### config.mk
export PLATFORM = sky130hd
export DESIGN_NAME = regfile_write_arbiter
export DESIGN_NICKNAME = d
export VERILOG_FILES = /design/src/rtl/regfile_write_arbiter.sv
export SDC_FILE = /design/constraint.sdc
export NUM_CORES = 1
export LEC_CHECK = 0
export CORE_UTILIZATION = 35
export CTS_BUF_LIST = sky130_fd_sc_hd__clkbuf_16
export CTS_CLUSTER_SIZE = 14
export DETAILED_ROUTE_END_ITERATION = 6
export GPL_ROUTABILITY_DRIVEN = 0
export PLACE_DENSITY = 0.86
export SKIP_CTS_REPAIR_TIMING = 1
export SLEW_MARGIN = 30
export SYNTH_ARGS = -nofsm -noshare
export SYNTH_HDL_FRONTEND = slang
export SYNTH_SLANG_ARGS = --single-unit
### constraint.sdc
create_clock -name clk -period 1.3 [get_ports clk]
set_input_delay 0.26 -clock clk [delete_from_list [all_inputs] [get_ports clk]]
set_output_delay 0.26 -clock clk [all_outputs]
set_load 0.005 [all_outputs]
### src/rtl/regfile_write_arbiter.sv
// regfile_write_arbiter: shares the 4x8 register file write port between requesters A and B
//
// Ports:
//   clk, _reset             clock (rising edge) and asynchronous active-low reset
//   a_valid/a_ready/a_addr/a_data   requester A (ALU result) handshake and payload
//   b_valid/b_ready/b_addr/b_data   requester B (load / immediate) handshake and payload
//   _wr_en, wr_addr, wr_data        register file write port; the file latches on the rising edge of _wr_en
//   busy, last_grant                write in flight; 0 = A won the last arbitration, 1 = B
//   rdL_addr/rdR_addr -> rdL_hazard/rdR_hazard   read ports targeting the register being written
//
// Build option REGARB_RR_EN: round-robin arbitration instead of fixed priority A over B.
module regfile_write_arbiter #(
    parameter int DATA_W        = 8,
    parameter int ADDR_W        = 2,
    parameter int STROBE_CYCLES = 1
) (
    input  logic              clk,
    input  logic              _reset,
    input  logic              a_valid,
    output logic              a_ready,
    input  logic [ADDR_W-1:0] a_addr,
    input  logic [DATA_W-1:0] a_data,
    input  logic              b_valid,
    output logic              b_ready,
    input  logic [ADDR_W-1:0] b_addr,
    input  logic [DATA_W-1:0] b_data,
    output logic              _wr_en,
    output logic [ADDR_W-1:0] wr_addr,
    output logic [DATA_W-1:0] wr_data,
    output logic              busy,
    output logic              last_grant,
    input  logic [ADDR_W-1:0] rdL_addr,
    input  logic [ADDR_W-1:0] rdR_addr,
    output logic              rdL_hazard,
    output logic              rdR_hazard
);
    typedef enum logic [1:0] {IDLE, SETUP, STROBE, HOLD} state_t;

    state_t            state_q;
    logic [1:0]        cnt_q;
    logic              wr_en_n_q;
    logic              last_grant_q;
    logic [ADDR_W-1:0] wr_addr_q, wr_addr_d;
    logic [DATA_W-1:0] wr_data_q, wr_data_d;
    logic              grant_b, accept, idle, rst_act;

    assign idle    = state_q == IDLE;
    assign rst_act = !_reset;

`ifdef REGARB_RR_EN
    // Contention goes to the requester that lost last time.
    assign grant_b = b_valid && (!a_valid || !last_grant_q);
`else
    assign grant_b = b_valid && !a_valid;
`endif

    // Ready is gated by reset so no transfer is signalled while the FSM is held.
    assign a_ready   = _reset && idle && a_valid && !grant_b;
    assign b_ready   = _reset && idle && grant_b;
    assign accept    = a_ready || b_ready;
    assign wr_addr_d = rst_act ? '0 : grant_b ? b_addr : a_addr;
    assign wr_data_d = rst_act ? '0 : grant_b ? b_data : a_data;

    always_ff @(posedge clk or negedge _reset) begin
        if (!_reset) begin
            state_q      <= IDLE;
            wr_en_n_q    <= 1'b1;
            last_grant_q <= 1'b0;
            cnt_q        <= '0;
        end else begin
            case (state_q)
                IDLE: if (accept) begin
                    state_q      <= SETUP;
                    last_grant_q <= grant_b;
                end
                SETUP: begin
                    state_q   <= STROBE;
                    wr_en_n_q <= 1'b0;
                    cnt_q     <= 2'(STROBE_CYCLES - 1);
                end
                STROBE: if (cnt_q == '0) begin
                    state_q   <= HOLD;
                    wr_en_n_q <= 1'b1;
                end else begin
                    cnt_q <= cnt_q - 2'd1;
                end
                default: state_q <= IDLE;
            endcase
        end
    end

    // No async clear here: the address/data must survive a reset that cuts a strobe short,
    // because the register file commits on that early rising edge of _wr_en.
    always_ff @(posedge clk) begin
        if (rst_act || accept) begin
            wr_addr_q <= wr_addr_d;
            wr_data_q <= wr_data_d;
        end
    end

    assign _wr_en     = wr_en_n_q;
    assign wr_addr    = wr_addr_q;
    assign wr_data    = wr_data_q;
    assign busy       = !idle;
    assign last_grant = last_grant_q;
    assign rdL_hazard = busy && (rdL_addr == wr_addr_q);
    assign rdR_hazard = busy && (rdR_addr == wr_addr_q);
endmodule

Word-level counts from Yosys, hierarchy flattened
Cells that the tools add are included.

Reductions and logical operators: 20. Equal/unequal tests: 7. Multiplexer cells: 9. Add/sub/neg operators: 1.

Operator list (number): $mux 2 (4); $mux 8 (1); $reduce_and 2->1 (4); $logic_and 1x1->1 (7); $ne 2x2->1 const B (3); $pmux 2 s3 (1); $eq 2x2->1 (2); $logic_not 1->1 (4); $logic_not 2->1 (2); $pmux 2 s2 (1); $eq 2x1->1 const B (1); $eq 2x2->1 const B (1); $logic_or 1x1->1 (2); $pmux 1 s2 (1); $reduce_bool 2->1 (1); $sub 2x1->2 const B (1); $mux 1 (1).

Word-level logic and storage cells: 43. Output and inout bits: 17. Register bits after elaboration: 16.

Longest topological paths before layout
Depth in word-level cells: 7. Gate-level depth with buffers: 5. Gate-level depth less buffers: 5.

Worst setup path before layout
OpenSTA, ideal clock, no wires.

Kind: register to register. From: register state_q[0]. To: register wr_addr_q[0] (netlist: wr_addr[0]) (enable). Arrival: 1039 ps. Required time: 960 ps. Path slack: -78 ps. Stages on the path, launching flop included: 6. Library setup time: 340 ps. Path buffers: 1. Cells stage by stage: dfrtp_1 inv_1 ha_1 buf_4 o21ai_0 nand2_1.

Cells in the longest elaborated chain, start to end: 6.

Ends and longest elaborated chain: from (decl) (line 39) `state_t state_q;`; from (signal assigned) (line 66) `state_q <= IDLE;`; from (signal assigned) (line 73) `state_q <= SETUP;`; from (signal assigned) (line 77) `state_q <= STROBE;`; $logic_not 2->1 (*) (line 47) `assign idle = state_q == IDLE;`; $logic_and 1x1->1 (*) (line 58, 59); $logic_and 1x1->1 (2 in series) (line 58) `assign a_ready = _reset && idle && a_valid && !grant_b;`; $logic_or 1x1->1 (*) (line 60) `assign accept = a_ready || b_ready;`; $logic_or 1x1->1 (*) (line 95) `if (rst_act || accept) begin`; to (signal assigned) (line 96) `wr_addr_q <= wr_addr_d;`; to (decl) (line 43) `logic [ADDR_W-1:0] wr_addr_q, wr_addr_d;`.

Every way passes the cells marked *; elsewhere a longest branch is shown, timed or not. A chain may end at the register's enable or synchronous reset.

Final worst setup path
From: register state_q[0]. To: output port a_ready.

Cells in the longest elaborated chain, start to end: 4.

Ends and longest elaborated chain: $logic_not 2->1 (line 47); $logic_and 1x1->1 (3 in series) (line 58); to (decl) (line 20) `output logic a_ready,`.

Every way passes these cells.

==> flow_metrics.py <==
metrics = {
    "worst_setup_path": {
        "r2r_start": "state_q[0]$_DFFE_PN0P_",
        "crit_path_max_incr_delay_ps": 410,
        "cp_max_fo": 6,
        "slowest_stage": "dfrtp_1",
        "setup.worst_path.end_class": "output pin",
        "start_kind": "register",
        "worst-r2r-cell-count": 6,
        "worstPathArrival_ps": 1240,
        "r2r_end": "state_q[1]$_DFFE_PN0P_",
        "cp.required_ps": 1040,
        "critical_path_class": "reg -> out",
        "rrSetupSlack_ps": -180,
        "crit_chain": "inv_2, ha_4, and3_1, dlymetal6s2s_1",
    },
    "timing": {
        "finalCriticalPeriod_ps": 1501,
        "rsz0062_at_grt": "yes",
        "finalMaxSlewViolations": 0,
        "fmax_ghz": 0.6661,
        "final_hold_viol_count": 0,
        "finalSetupViolations": 18,
        "worst_pin_slew_ps": 313.4,
        "slew_headroom_pct": 79.08,
        "skew_ps": 4.379,
        "setup_slack_ps": -201.2,
        "post-route-period-util_pct": 115.5,
    },
    "clock_network": {
        "cts_buffer_depth": 2,
        "clkTransAtPathRegs_ps": 50,
        "numCtsBuffers": 3,
        "cts_root_buffer": "clkbuf_16",
        "ctsHtreeMaxLevel": 1,
        "cts.sinks": 16,
        "clkLatencyLatePin_ps": 250,
        "cts_tree": "built",
    },
    "finish": {
        "regArea_um2": 451.7,
        "mostFrequentLayoutCell": "clkdlybuf4s50_1",
        "syn_to_final_growth_pct": 89.83,
        "num-fill-cells": 152,
        "fin_util_pct": 73.20,
        "layout_common_cells": "clkdlybuf4s50_1 (24), nand2_1 (20), dlymetal6s2s_1 (16)",
        "nets": 181,
        "layout-drive-gt1-share_pct": 28.38,
        "multi_input_area_um2": 473.0,
        "n_antenna_cell": 0,
    },
    "global_routing": {
        "grt_pass1_wl_um": 3608,
        "grt_max_degree": 13,
        "grt_use_total_pct": 18.83,
        "grt-ovfl-total": 0,
        "antenna_found_initial": 0,
        "grt_pass1_vias": 811,
    },
    "routing": {
        "first_iter_violations": 4,
        "routed_wl_um": 3016,
        "viasPerCell": 5.040,
        "vias": 887,
        "antenna_left": 0,
        "drc_errors": 0,
        "first_pass_iters": 2,
        "wire_per_inst_um": 17.14,
    },
    "floorplan": {
        "top_level_ports": 45,
        "die_w_um": 52.31,
        "start_util_pct": 38.56,
        "die_height_um": 52.31,
        "core_area_um2": 2297,
        "die_area_um2": 2736,
        "rows": 17,
    },
    "logic_synthesis": {
        "yosys_warnings": 0,
        "synth_area_per_cell_um2": 10.30,
        "synth_nets": 118,
        "synthArstFlopShare_pct": 37.50,
        "yosys_most_used_dff": "edfxtp_1",
        "ys_seq_area_share_pct": 50.99,
        "synth-edff-count": 10,
        "syn_inst": 86,
        "yosysUniqueCellTypes": 23,
        "synth_area_um2": 885.9,
        "ys_ff_latch": 16,
    },
    "pwr": {
        "p_leak_nw": 0.8937,
        "vdd_drop_max_mv": 1.108,
        "powerDensity_nw_per_um2": 1565,
    },
    "worst_hold_path": {
        "hp-class": "in -> async",
    },
    "placed_design": {
        "placement.io_buffers": 44,
        "place_ws_ps": -550.4,
        "dpl.hpwl_um": 1772,
    },
    "run_status": {
        "outcome": "complete, but fails checks",
        "violations": "negative setup slack",
    },
    "job": {
        "cap_viol_max_count": 0,
    },
}
[critical path: cells and delay by family (launching register included)]
family	cells	cell delay [ps]
adders and majority gates	1	180
DFF	1	410
buffers and inverters	2	230
and+or+nand+nor	1	170
[worst max-delay path by stage]
stage,from,cells after the start,to
final,state_q[0]$_DFFE_PN0P_,4,a_ready
after global routing,state_q[1]$_DFFE_PN0P_,4,a_ready
after CTS,state_q[0]$_DFFE_PN0P_,4,a_ready
after detailed placement,a_valid,4,b_ready
after global placement,a_valid,4,b_ready
after floorplan,state_q[0]$_DFFE_PN0P_,5,state_q[1]$_DFFE_PN0P_
[report_power, final]
part / switching [mW] / internal, mW / leakage (nW)
Sequential: 0.0796 / 0.707 / 0.179
Combinational: 0.514 / 0.714 / 0.676
Clock: 0.208 / 0.409 / 0.0385
Total: 0.802 / 1.83 / 0.894
[cells by family after synthesis]
kind of cell             synth area share (%)
AO/OA/AOI/OAI                           15.25
AND/OR/NAND/NOR                         16.95
buffers and inverters                   5.508
multiplexers                            1.694
flip-flops                              50.99
XOR/XNOR                                3.954
adder cells (fa/ha/maj)                 5.650
[final cells by class]
class | count | area share, %
clock buffers | 3 | 4.464
clock inverters | 1 | 0.2232
flip-flops and latches | 16 | 26.86
well taps | 28 | 2.083
repair buffers | 61 | 36.90
inverters | 6 | 1.339
multi-input cells | 61 | 28.13
[through the flow]
stage	TNS, ps	total power [mW]	cells	cell area [um^2]	hold WS, ps
after CTS	-6801	2.387	169	1514	425.4
after detailed placement	-7278	1.774	165	1435	476.8
after floorplan	-24.31	1.185	86	890.9	-35.59
after global placement	-6414	1.726	165	1435	464.8
after global routing	-1603	2.735	176	1682	68.62
final	-1127	2.631	176	1682	50.57
[Yosys cell counts, types with 2 or more instances]
cell type	n	share of area, %
xor2_1	4	4.0
a21boi_1	10	8.5
nand2b_1	2	1.4
and3_1	2	1.4
buf_4	3	2.5
nand2_1	21	8.9
inv_1	6	2.5
dfrtp_1	5	14
nor3_1	2	1.1
o21ai_0	5	2.8
nand3_1	2	1.1
ha_1	4	5.6
edfxtp_1	10	34
[metal layers]
metal | vias up | GRT usage (%) | share of wire [%]
met2 | 30 | 34.60 | 52
met4 | 0 | 10.53 | 2.5
li1 | 413 | - | -
met5 | - | 0 | 0
met3 | 8 | 1.159 | 3.9
met1 | 436 | 21.21 | 41
[sequential cells by signal, summed over array words and instances, names as in the netlist]
signal / flops
wr_data: 8
cnt_q: 2
state_q: 2
wr_addr: 2
_wr_en: 1
last_grant: 1
(Power assumes the default switching activity.)
==> variant 1 (same flow settings) <==
The parameter `DATA_W` goes from 8 to 6.
--- a/src/rtl/regfile_write_arbiter.sv
+++ b/src/rtl/regfile_write_arbiter.sv
@@ -12,3 +12,3 @@
 module regfile_write_arbiter #(
-    parameter int DATA_W        = 8,
+    parameter int DATA_W        = 6,
     parameter int ADDR_W        = 2,
Ports: changed (resized a_data, b_data and wr_data); port bits go from 45 to 39. No check against the original RTL was run, so the function may have changed too.
==> variant 1 against the unedited design <==
The run still ends with setup timing left. Final area is 12% lower. Die area decreased by 9.5%. Synthesized cell count decreased by 9.3%. First-iteration DRC count stayed put. Clock power down 5.2%. Combinational power shrank 7%. Sequential cell count decreased by 2. Count of clock-buffer cells in the layout is the same. Non-clock buffer count fell by 5. Power fell by 7.9%. Area after synthesis is 9.9% lower. Hold slack gained 0.057 ns. Wire length fell by 23%. Worst setup slack improved by 0.00085 ns.
==> variant 1: results (changes against the unedited design) <==
status: "finished, violations left"
violations: "setup timing"
antenna_found_initial: 0  # unchanged
reg2reg_depth: 6  # unchanged
crit_path_max_incr_delay_ns: 0.36  # -0.05 ns
vias_per_cell: 4.81  # -4.6%
vdd_drop_max_mv: 0.864  # -22%
layout_setup_ws_ns: -0.200  # +0.000847 ns
synth-seq-cells: 14  # -2
grt_max_degree: 11  # -2
cts_made_buffers: 3  # unchanged
placed_area_sq_mm: 0.00130  # -9.5%
grt_pass1_vias: 792  # -2.3%
seqCellArea_sq_um: 392  # -13%
largest_reg_flops: 6  # -2
synth_cells: 78  # -9.3%
whs_ns: 0.107  # +0.0569 ns
power_density_mw_per_mm2: 1640  # +5.0%
dp_hpwl_microns: 1690  # -4.7%
p_clk_share_pct: 24.1  # +0.7 points
post-place-cells: 153  # -7.3%
async_reset_ff_share_pct: 42.9  # +5.4 points
layout.nets: 163  # -9.9%
num_vias: 774  # -13%
synthTopCellsByCount: "nand2_1, a21boi_1, edfxtp_1, inv_1, dfrtp_1"
grtUsageTotal_pct: 19.2  # +0.33 points
buffer_area_share_pct: 36.0  # -0.94 points
grt_pass1_wl_microns: 3420  # -5.2%
io_buffers: 38  # -14%
crit_path_end: "rdL_hazard"
r2r_slack_ns: -0.11  # +0.07 ns
synth.area.top_cells: "edfxtp_1, dfrtp_1, nand2_1"
yosysSeqAreaShare_pct: 49.1  # -1.9 points
leakagePower_nw: 0.785  # -12%
clkTransAtPathRegs_ns: 0.05  # about the same
finalPower_mw: 2.42  # -7.9%
fill_cells: 153  # +0.66%
detailedRoute.firstPassIterationCount: 4  # +2
drive_gt1_share_pct: 31.3  # +3.0 points
place_ws_ns: -0.538  # +0.0126 ns
synthDistinctLibCells: 25  # +8.7%
num-multi-input-gates: 54  # -11%
pwr-share-seq_pct: 28.4  # -1.5 points
nWellTaps: 27  # -3.6%
setup_viol: 6  # -12
final-clk-cell-share_pct: 5.34  # +0.66 points
tightest_slew_ns: 0.318  # +0.00436 ns
wire_per_inst_microns: 14.5  # -15%
synth-edff-count: 8  # -2
multi_input_area_sq_um: 418  # -12%
p_int_mw: 1.70  # -6.9%
fin_tns_setup_ns: -0.753  # +0.374 ns
fin_skew_ns: 0.00383  # -0.000551 ns
synth_nets: 106  # -10%
==> variant 1: cell count changes in the layout (fill, tap and decap cells not counted), sizes merged <==
| cell | delta |
|---|---|
| edfxtp | -2 |
| clkbuf | +3 |
| dlymetal6s2s | -3 |
| clkdlybuf4s50 | -4 |
| buf | -1 |
| a21boi | -2 |
| nand2 | -5 |
==> variant 1: routing by layer <==
metal  global-route usage [%]  up-vias  share of wire [%]
met4                     11.0        0                2.7
met1                     18.5      362                 39
met5                        0        -                  0
met3                     5.56        6                6.5
met2                     35.6       33                 52
li1                         -      373                  -
==> variant 1: logic make-up (layout without fill, tap and decap cells) <==
family | after synthesis | in the layout | synth area share [%]
multiplexers | 1 | 1 | 1.88
flip-flops | 14 | 14 | 49.1
AO/OA/AOI/OAI | 17 | 17 | 16.0
XOR/XNOR | 4 | 4 | 4.39
adder cells (fa/ha/maj) | 4 | 4 | 6.27
AND/OR/NAND/NOR | 28 | 28 | 16.6
buffers and inverters | 10 | 66 | 5.80
==> variant 2 (same flow settings) <==
Made on the original files. Make the reset (`_reset`) synchronous in one clocked block. Comments in the files are not updated.
--- a/src/rtl/regfile_write_arbiter.sv
+++ b/src/rtl/regfile_write_arbiter.sv
@@ -63,3 +63,3 @@
 
-    always_ff @(posedge clk or negedge _reset) begin
+    always_ff @(posedge clk) begin
         if (!_reset) begin
Function: differs if _reset is asserted again (counterexample within 4 cycles, from zero or initial values and one cycle with _reset low); with _reset held inactive, the same outputs for 10 cycles.
==> variant 2 against the unedited design <==
The flow still finishes with violations (setup timing). Wire length is 13% lower. First-iteration DRC count grew to 6.0 times the old value. Power grew 1.1%. Worst setup slack improved by 0.043 ns. Hold slack improved by 0.25 ns. Die area is 3.1% lower. Final area fell by 2.1%. Sequential cell count stayed put. Area after synthesis decreased by 3.2%. Critical path type unchanged.
==> variant 2: results (changes against the unedited design) <==
status: "finished, violations left"
violations: "setup timing"
synth_cells: 96  # +12%
num_vias: 908  # +2.4%
synth.area.top_cells: "edfxtp_1, dfxtp_1, nand2_1"
hold_path.class: "in2reg"
grt_pass1_vias: 876  # +8.0%
vias_per_cell: 4.93  # -2.1%
synthDistinctLibCells: 21  # -8.7%
setup_viol: 15  # -3
detailedRoute.firstPassIterationCount: 4  # +2
synthTopCellsByCount: "nand2_1, a21oi_1, edfxtp_1, dfxtp_1"
dp_hpwl_microns: 1740  # -1.5%
routed_wl_microns: 2620  # -13%
arrival_ns: 1.20  # -0.04 ns
synth_nets: 129  # +9.3%
grt_max_degree: 14  # +1
finalCritPeriodShare_pct: 112  # -3.3 points
cp_max_fo: 5  # -1
async_reset_ff_share_pct: 0  # -38 points
grt_pass1_wl_microns: 3530  # -2.1%
drive_gt1_share_pct: 26.9  # -1.5 points
fill_cells: 142  # -6.6%
layout.nets: 190  # +5.0%
multi_input_area_sq_um: 494  # +4.5%
fin_skew_ns: 0.000719  # -0.00366 ns
layout_setup_ws_ns: -0.159  # +0.0426 ns
p_sw_uw: 802  # about the same
variant 2: final cells by class:
type | instances | share of cell area [%]
flip-flops and latches | 16 | 25.7
clock inverters | 1 | 0.228
inverters | 6 | 1.52
repair buffers | 59 | 35.9
clock buffers | 3 | 4.56
well taps | 28 | 2.13
multi-input cells | 71 | 30.0
variant 2: cells by family (layout without fill, tap and decap cells):
| logic type | count (synthesis) | count (layout) | share of synthesized area, % |
|---|---|---|---|
| adder cells (fa/ha/maj) | 5 | 5 | 7.30 |
| AND/OR/NAND/NOR | 39 | 40 | 20.4 |
| XOR/XNOR | 4 | 4 | 4.09 |
| AO/OA/AOI/OAI | 20 | 20 | 12.1 |
| buffers and inverters | 10 | 69 | 4.67 |
| flip-flops | 16 | 16 | 49.1 |
| multiplexers | 2 | 2 | 2.34 |
variant 2: worst paths after layout:
path | cells past startpoint | end | slack [ns] | from
max | 6 | busy | -0.16 | state_q[0]
min | 2 | last_grant | 0.30 | a_valid
max reg2reg | 7 | wr_data[2] | -0.14 | state_q[0]
min reg2reg | 1 | cnt_q[0] | 0.49 | cnt_q[0]
variant 2: routing by layer:
layer | up-vias | GRT usage [%] | part of all wire [%]
li1 | 442 | - | -
met2 | 44 | 34.2 | 52
met1 | 417 | 17.6 | 40
met4 | 0 | 7.21 | 1.5
met5 | - | 0 | 0
met3 | 5 | 5.06 | 7.4
variant 2: stage by stage:
stage	worst slack, ns	setup TNS (ns)
after global placement	-0.483	-9.97
after global routing	-0.200	-2.54
after CTS	-0.586	-7.58
after floorplan	0.0138	0
final	-0.159	-1.96
after detailed placement	-0.549	-11.26
variant 2: power by group through the flow:
| stage | logic (mW) | clock network, mW | registers (mW) |
|---|---|---|---|
| after floorplan | 0.441 | 0 | 0.802 |
| after global placement | 1.03 | 0 | 0.776 |
| after detailed placement | 1.07 | 0 | 0.784 |
| after CTS | 1.08 | 0.596 | 0.775 |
| after global routing | 1.39 | 0.613 | 0.782 |
| final | 1.29 | 0.598 | 0.771 |
variant 2: worst max-delay path, cell delays in order (launching register included):
cell and delay [ns]:
dfxtp_2 0.32, inv_2 0.07, ha_4 0.16, buf_6 0.12, inv_4 0.03, buf_4 0.14, buf_6 0.11
